## config.mk

```make
export PLATFORM = sky130hd
export DESIGN_NAME = adc_sample_scheduler
export DESIGN_NICKNAME = d
export VERILOG_FILES = /design/src/rtl/adc_sample_scheduler.sv
export SDC_FILE = /design/constraint.sdc
export NUM_CORES = 1
export LEC_CHECK = 0
export ABC_AREA = 1
export CAP_MARGIN = 5
export CORE_UTILIZATION = 49
export DETAILED_ROUTE_END_ITERATION = 8
export GPL_TIMING_DRIVEN = 0
export PLACE_DENSITY = 0.77
export SLEW_MARGIN = 20
export SYNTH_ARGS = -nofsm -noshare
export SYNTH_HDL_FRONTEND = slang
export SYNTH_SLANG_ARGS = --single-unit
```

## constraint.sdc

```tcl
create_clock -name clk -period 8.35 [get_ports clk]
set_input_delay 1.67 -clock clk [delete_from_list [all_inputs] [get_ports clk]]
set_output_delay 1.67 -clock clk [all_outputs]
set_load 0.01 [all_outputs]
```

## src/rtl/adc_sample_scheduler.sv

```systemverilog
// Paces a 4-channel parallel ADC driver and packs the returned channel words into 64-bit frames.
// Define ADC_SCHED_TIMESTAMP_EN to carry a 32-bit tick index alongside each frame.
module adc_sample_scheduler #(
    parameter int unsigned N_CH        = 4,
    parameter int unsigned PERIOD_W    = 24,
    parameter int unsigned TIMEOUT_CYC = 4096,
    parameter int unsigned CNT_W       = 16
) (
    input  logic                clk,
    input  logic                rst,
    input  logic                enable_i,
    input  logic [PERIOD_W-1:0] period_i,
    output logic                drv_start_o,
    input  logic                drv_busy_i,
    input  logic                drv_valid_i,
    input  logic [1:0]          drv_ch_i,
    input  logic [15:0]         drv_data_i,
    output logic                out_valid_o,
    input  logic                out_ready_i,
    output logic [16*N_CH-1:0]  out_data_o,
    output logic [31:0]         out_tstamp_o,
    output logic [CNT_W-1:0]    overrun_cnt_o,
    output logic [CNT_W-1:0]    drop_cnt_o,
    output logic                timeout_o
);

    localparam int unsigned          TO_W       = $clog2(TIMEOUT_CYC + 1);
    localparam logic [PERIOD_W-1:0]  MIN_PERIOD = PERIOD_W'(64);

    typedef enum logic [2:0] {
        S_IDLE,
        S_WAIT,
        S_START,
        S_CAPT,
        S_EMIT
    } state_t;

    state_t              state_q, state_d;
    logic [PERIOD_W-1:0] cnt_q, cnt_d;
    logic [PERIOD_W-1:0] per_q, per_d;
    logic [TO_W-1:0]     tcnt_q, tcnt_d;
    logic [N_CH-1:0]     mask_q, mask_d;
    logic [15:0]         slot_q [N_CH];
    logic                out_valid_q;
    logic [16*N_CH-1:0]  out_data_q;
    logic [CNT_W-1:0]    ovr_q;
    logic [CNT_W-1:0]    drop_q;
    logic                timeout_q;
    logic                en_q;

    logic [PERIOD_W-1:0] eff_period;
    logic                run;
    logic                tick;
    logic [N_CH-1:0]     mask_upd;
    logic [16*N_CH-1:0]  frame;
    logic                capt_we;
    logic                load;
    logic                drop_ev;
    logic                to_set;
    logic                ovr_inc;

    // Period counter only runs once the FSM has left IDLE, so the first tick lands in WAIT.
    always_comb begin
        eff_period = (period_i < MIN_PERIOD) ? MIN_PERIOD : period_i;
        run        = enable_i && (state_q != S_IDLE);
        tick       = run && (cnt_q == '0);
        cnt_d      = cnt_q;
        per_d      = per_q;
        if (!run) begin
            cnt_d = '0;
            per_d = eff_period;
        end else if (cnt_q == per_q - 1'b1) begin
            cnt_d = '0;
            per_d = eff_period;
        end else begin
            cnt_d = cnt_q + 1'b1;
        end
    end

    always_comb begin
        mask_upd = mask_q;
        if (drv_valid_i) begin
            mask_upd[drv_ch_i] = 1'b1;
        end
    end

    always_comb begin
        frame = '0;
        for (int unsigned i = 0; i < N_CH; i++) begin
            frame[16*i +: 16] = slot_q[i];
        end
    end

    always_comb begin
        state_d = state_q;
        tcnt_d  = tcnt_q;
        mask_d  = mask_q;
        capt_we = 1'b0;
        load    = 1'b0;
        drop_ev = 1'b0;
        to_set  = 1'b0;
        ovr_inc = tick && (state_q == S_START || state_q == S_CAPT || state_q == S_EMIT);
        case (state_q)
            S_IDLE: begin
                if (enable_i) state_d = S_WAIT;
            end
            S_WAIT: begin
                if (tick)           state_d = S_START;
                else if (!enable_i) state_d = S_IDLE;
            end
            S_START: begin
                mask_d  = '0;
                tcnt_d  = '0;
                state_d = S_CAPT;
            end
            S_CAPT: begin
                mask_d  = mask_upd;
                capt_we = drv_valid_i;
                tcnt_d  = tcnt_q + 1'b1;
                if ((&mask_upd) && !drv_busy_i) begin
                    state_d = S_EMIT;
                end else if (tcnt_q == TO_W'(TIMEOUT_CYC - 1)) begin
                    to_set  = 1'b1;
                    state_d = S_WAIT;
                end
            end
            S_EMIT: begin
                if (!out_valid_q || out_ready_i) load    = 1'b1;
                else                             drop_ev = 1'b1;
                state_d = enable_i ? S_WAIT : S_IDLE;
            end
            default: state_d = S_IDLE;
        endcase
    end

    always_ff @(posedge clk or posedge rst) begin
        if (rst) begin
            state_q     <= S_IDLE;
            cnt_q       <= '0;
            per_q       <= MIN_PERIOD;
            tcnt_q      <= '0;
            mask_q      <= '0;
            out_valid_q <= 1'b0;
            out_data_q  <= '0;
            ovr_q       <= '0;
            drop_q      <= '0;
            timeout_q   <= 1'b0;
            en_q        <= 1'b0;
            for (int unsigned i = 0; i < N_CH; i++) begin
                slot_q[i] <= '0;
            end
        end else begin
            state_q <= state_d;
            cnt_q   <= cnt_d;
            per_q   <= per_d;
            tcnt_q  <= tcnt_d;
            mask_q  <= mask_d;
            en_q    <= enable_i;
            if (capt_we) begin
                slot_q[drv_ch_i] <= drv_data_i;
            end
            if (load) begin
                out_valid_q <= 1'b1;
                out_data_q  <= frame;
            end else if (out_valid_q && out_ready_i) begin
                out_valid_q <= 1'b0;
            end
            if (ovr_inc && !(&ovr_q)) begin
                ovr_q <= ovr_q + 1'b1;
            end
            if (drop_ev && !(&drop_q)) begin
                drop_q <= drop_q + 1'b1;
            end
            if (to_set) begin
                timeout_q <= 1'b1;
            end else if (enable_i && !en_q) begin
                timeout_q <= 1'b0;
            end
        end
    end

`ifdef ADC_SCHED_TIMESTAMP_EN
    logic [31:0] idx_q;
    logic [31:0] stamp_q;
    logic [31:0] out_ts_q;

    // The frame carries the index of the tick that launched it (pre-increment value).
    always_ff @(posedge clk or posedge rst) begin
        if (rst) begin
            idx_q    <= '0;
            stamp_q  <= '0;
            out_ts_q <= '0;
        end else begin
            if (tick) begin
                idx_q <= idx_q + 1'b1;
            end
            if (tick && state_q == S_WAIT) begin
                stamp_q <= idx_q;
            end
            if (load) begin
                out_ts_q <= stamp_q;
            end
        end
    end

    assign out_tstamp_o = out_ts_q;
`else
    assign out_tstamp_o = '0;
`endif

    assign drv_start_o   = (state_q == S_START);
    assign out_valid_o   = out_valid_q;
    assign out_data_o    = out_data_q;
    assign overrun_cnt_o = ovr_q;
    assign drop_cnt_o    = drop_q;
    assign timeout_o     = timeout_q;

endmodule

```

Word level (Yosys, flattened, before mapping)
Cells that the tools add are included.

operators by class
  order comparisons = 5
  reduce and logical (&&, ||, !) cells = 28
  bitwise gates (word level) = 2
  add/sub/neg operators = 5
  multiply operators = 0
  muxes and demuxes = 32
  shift operators = 0
  div/mod/pow operators = 0
  eq/ne operators = 10

operators by type and width
  cell                                                          number
  2-to-1 mux 24 bit                                             5
  bitwise mux 64 bit                                            1
  adder 16 x 1 -> 16 bit (second input constant)                2
  demux 16 bit (select 2 bit)                                   1
  AND reduction 16 bit                                          2
  one-hot mux 13 bit (2 select lines)                           1
  adder 24 x 1 -> 24 bit (second input constant)                1
  == test 24 bit                                                1
  logical NOT 24 bit                                            1
  less-than comparator 24 x 7 -> 1 bit (second input constant)  1
  subtractor 24 x 1 -> 24 bit (second input constant)           1
  2-to-1 mux 16 bit                                             1
  2-to-1 mux 3 bit                                              5
  one-hot mux 3 bit (5 select lines)                            1
  2-to-1 mux 1 bit                                              14
  adder 13 x 1 -> 13 bit (second input constant)                1
  == test 13 x 12 -> 1 bit (second input constant)              1
  logical AND 1 bit                                             10
  one-hot mux 4 bit (2 select lines)                            1
  == test 3 x 2 -> 1 bit (second input constant)                2
  nonzero test 2 bit                                            3
  logical NOT 1 bit                                             5
  2-to-1 mux 4 bit                                              1
  bitwise OR 4 bit                                              1
  17 further kinds                                              19

storage, ports and cells
  register bits after elaboration = 231
  latch bits = 0
  input port bits = 48
  memory bits (read-only) = 0
  output and inout bits = 131
  memories = 0
  memory bits (writable) = 0
  word-level logic and storage cells = 97

Logic depth before layout (Yosys ltp)
  depth after elaboration = 11
  depth in mapped cells = 16
  depth with buffers taken out = 15

Worst setup path before layout
OpenSTA, ideal clock, no wires.

  path kind = input port to flip-flop
  start = in enable_i
  end = reg ovr_q[2], in the netlist overrun_cnt_o[2]
  data required time = 8.225 ns
  library setup time = 0.125 ns
  setup slack = 5.489 ns
  buffers on the path = 1
  stages = 8
  arrival = 2.736 ns
  cell sequence = inv_1 -> a21oi_2 -> inv_1 -> nor2_1 -> nand3_1 -> inv_2 -> buf_2 -> o21ai_1

on the way
  word-level cells in the longest chain between the ends = 4

RTL lines
  item                  line  RTL
  from (decl)           11    input logic enable_i,
  logical AND 1 bit     65    run = enable_i && (state_q != S_IDLE);
  logical AND 1 bit     66    tick = run && (cnt_q == '0);
  logical AND 1 bit     102   ovr_inc = tick && (state_q == S_START || state_q == S_CAPT || state_q == S_EMIT);
  logical AND 1 bit     168   if (ovr_inc && !(&ovr_q)) begin
  to (signal assigned)  169   ovr_q <= ovr_q + 1'b1;
  to (decl)             46    logic [CNT_W-1:0] ovr_q;

Every way passes these cells.
A chain may end at the register's enable or synchronous reset.

Final worst setup path
  start = reg state_q[2]
  end = out drv_start_o

on the way
  word-level cells in the longest chain between the ends = 1

RTL lines
  item                    line  RTL
  from (decl)             38    state_t state_q, state_d;
  from (signal assigned)  153   state_q <= state_d;
  == test 3 x 2 -> 1 bit  211   assign drv_start_o = (state_q == S_START);
  to (decl)               13    output logic drv_start_o,

Every way passes these cells.

==> out/results.txt <==
Ports -> 179
Tightest Pin Transition -> 1.036 ns
Power density cells -> 248.2 mW/mm^2
Yosys warns -> 0
Clk pin slew, worst setup/hold paths -> 0.06 ns
Worst setup EP type -> primary output
Post-CTS sizing -> 0
Hold crit path type -> flip-flop to flip-flop
GRT Total Usage -> 23.49%
Vias in the first global route -> 8936
Type of the worst setup path -> flip-flop to primary output
CTS tree -> yes
Crit path arrival time -> 2.62 ns
Wire per inst -> 15.44 um
Largest net degree at the start of global routing -> 98
Final setup vio count -> 0
CP startpoint -> state_q[2]$_DFFE_PP0P_
RePlAce Congestion -> 0.8913
Clock tree sinks -> 231
Worst R2R Start -> per_q[0]$_DFFE_PP0P_
Slew HR -> 30.37%
Die footprint -> 0.02318 sq mm
Starting density of the core -> 50.39%
Antenna viol nets, final -> 0
Top cells by area, synth -> dfrtp_1 (52%), nand2_1 (9.8%), mux2_2 (6.5%), xor2_1 (4.1%), nor2_1 (4.1%)
CP max-delay cell -> nor3_1
Area leader, netlist -> dfrtp_1
Post-synth top cells -> nand2_1 (290), dfrtp_1 (230), nor2_1 (120), inv_1 (117), o21ai_0 (82)
Pins Over Slew Limit -> 0
Worst Skew -> 0.008959 ns
Initial antenna violation count -> 0
Final hold viol count -> 0
DP Wirelength -> 19.20 mm
Via density -> 5.086
Share of Yosys cell area claimed by the top area cell type -> 52.02%
# Max-Cap Violations -> 0
WL final -> 26.87 mm
CORE AREA -> 0.02196 sq mm
Hold Crit Start -> frame[30]$_DFFE_PP0P_
Failing checks -> DRC
Mapped Cells -> 1236
Cts bufs inserted -> 25
Mean Syn Cell Area -> 8.952 sq um
DRT iter0 DRCs -> 531
DRT Pass-1 Iters -> 7
Clk_lat worst skew -> 0.54 ns
Routed via count -> 8850
Final hold slack -> 0.4798 ns
Cells along the critical path -> buf_2 -> nor3_1 -> clkdlybuf4s50_1
Final Critical Period -> 4.293 ns
Status -> finished with violations
Number of fill cells in the layout -> 1852
EDFF count, synth -> 0
Die height -> 152.3 um
Most used flip-flop cell after synthesis -> dfrtp_1
Port-buffer cells -> 145
Deepest clock path buffer count -> 3
RSZ-0062 raised after global routing -> false
Leak pwr -> 6.857 nW
First-pass GRT wire length -> 43.96 mm
Area growth syn-to-layout -> 25.90%
Post-synthesis register bit count -> 231
Slowest stage delay, CP -> 0.83 ns
Post-Syn Area -> 0.01106 sq mm
Seq/Total Area, Yosys -> 52.26%
CP Data Required Time -> 6.68 ns
Drt drc -> 9
Hold_buf cts -> 0
F_max -> 0.2329 GHz
Asr flop ratio synth -> 100.0%
Most frequent cell after synthesis -> nand2_1
Fin util -> 63.44%
Die extent in x -> 152.3 um
Post-CTS Setup Repair Bufs -> 0
Antenna diodes -> 0
# rows -> 54
Synth unique cells -> 37
Htree depth -> 1
Root Buffer -> clkbuf_16
GR Overflow Total -> 0
Worst-path fanout max -> 8
Net count, final -> 1495
Setup crit start kind -> flip-flop
Share of layout cells above drive strength 1 -> 11.51%
Period utilisation layout -> 51.42%
Worst VDD drop -> 0.1737 mV
==> placed cells by master, fill, tap and decap left out, drive strengths merged, types with 2 or more instances in the layout <==
master	n
nand2	294
dfrtp	230
clkdlybuf4s50	145
nor2	129
inv	121
o21ai	88
clkbuf	71
mux2	64
nand3	61
xor2	52
buf	43
conb	32
nand4	29
nor3	26
xnor2	26
a21oi	9
nand3b	7
nor4	7
ha	6
bufinv	3
or2	2
a31oi	2
o32ai	2
clkinvlp	2
==> path summary, 6_finish.rpt <==
kind / slack, ns / end / depth (start not counted)
worst max-delay path: 4.06 / drv_start_o / 3
worst min-delay path: 0.48 / frame[30]$_DFFE_PP0P_ / 2
worst max register to register: 5.92 / per_q[2]$_DFFE_PP0P_ / 15
worst min register to register: 0.48 / frame[30]$_DFFE_PP0P_ / 2
max in group asynchronous: 5.94 / frame[14]$_DFFE_PP0P_ / 3
min in group asynchronous: 1.57 / frame[56]$_DFFE_PP0P_ / 2
==> stage by stage <==
stage	TNS (ns)	setup WS [ns]	total power, mW	cell area [sq um]	instances
after floorplan	0	0.3487	2.043	11180	1267
after global placement	-560.35	-2.447	2.258	12980	1692
after detailed placement	0	4.311	2.299	13050	1694
after CTS	0	4.033	3.481	13920	1740
after global routing	0	3.962	3.660	13930	1740
final	0	4.057	3.457	13930	1740
==> critical path, delay by kind of cell, from the launching register on <==
| kind | cells | cell delay (ns) |
|---|---|---|
| and+or+nand+nor | 1 | 0.83 |
| DFF | 1 | 0.35 |
| buffers and inverters | 2 | 0.91 |
==> cell type report <==
| type | count | area [sq um] | share of cell area, % |
|---|---|---|---|
| plain buffers | 73 | 426.7 | 3.063 |
| clock buffers | 39 | 748.2 | 5.371 |
| clock inverters | 7 | 130.1 | 0.9342 |
| inverters | 120 | 457.9 | 3.288 |
| multi-input cells | 843 | 4528 | 32.51 |
| flip-flops and latches | 231 | 5782 | 41.51 |
| well taps | 280 | 350.3 | 2.515 |
| repair buffers | 147 | 1506 | 10.81 |
==> where the power goes <==
part	internal [mW]	leakage [nW]	switching (mW)
combinational	0.305	3.38	0.445
clock	0.711	0.423	0.452
sequential	1.36	3.06	0.185
total	2.38	6.86	1.08
==> cells by family after synthesis <==
family                   share of synthesized area (%)
AO/OA/AOI/OAI                                    5.044
XOR/XNOR                                         6.174
adder cells (fa/ha/maj)                         0.6785
buffers and inverters                            7.927
flip-flops                                       52.26
multiplexers                                     6.514
other                                          0.03389
AND/OR/NAND/NOR                                  21.37
==> routing by layer <==
| metal | global-route usage (%) | part of all wire (%) | up-vias |
|---|---|---|---|
| met2 | 42.37 | 50 | 227 |
| met1 | 27.18 | 40 | 4251 |
| li1 | - | - | 4315 |
| met4 | 7.726 | 2.7 | 0 |
| met5 | 0 | 0 | - |
| met3 | 5.916 | 6.5 | 57 |
==> flip-flops by register name, summed over array words and instances (netlist names), 3 cells and up <==
| name | flops |
|---|---|
| tcnt_q | 13 |
| frame | 64 |
| drop_cnt_o | 16 |
| mask_q | 4 |
| out_data_o | 64 |
| overrun_cnt_o | 16 |
| cnt_q | 24 |
| per_q | 24 |
| state_q | 3 |
No activity file was read; power rests on OpenSTA's default activity.
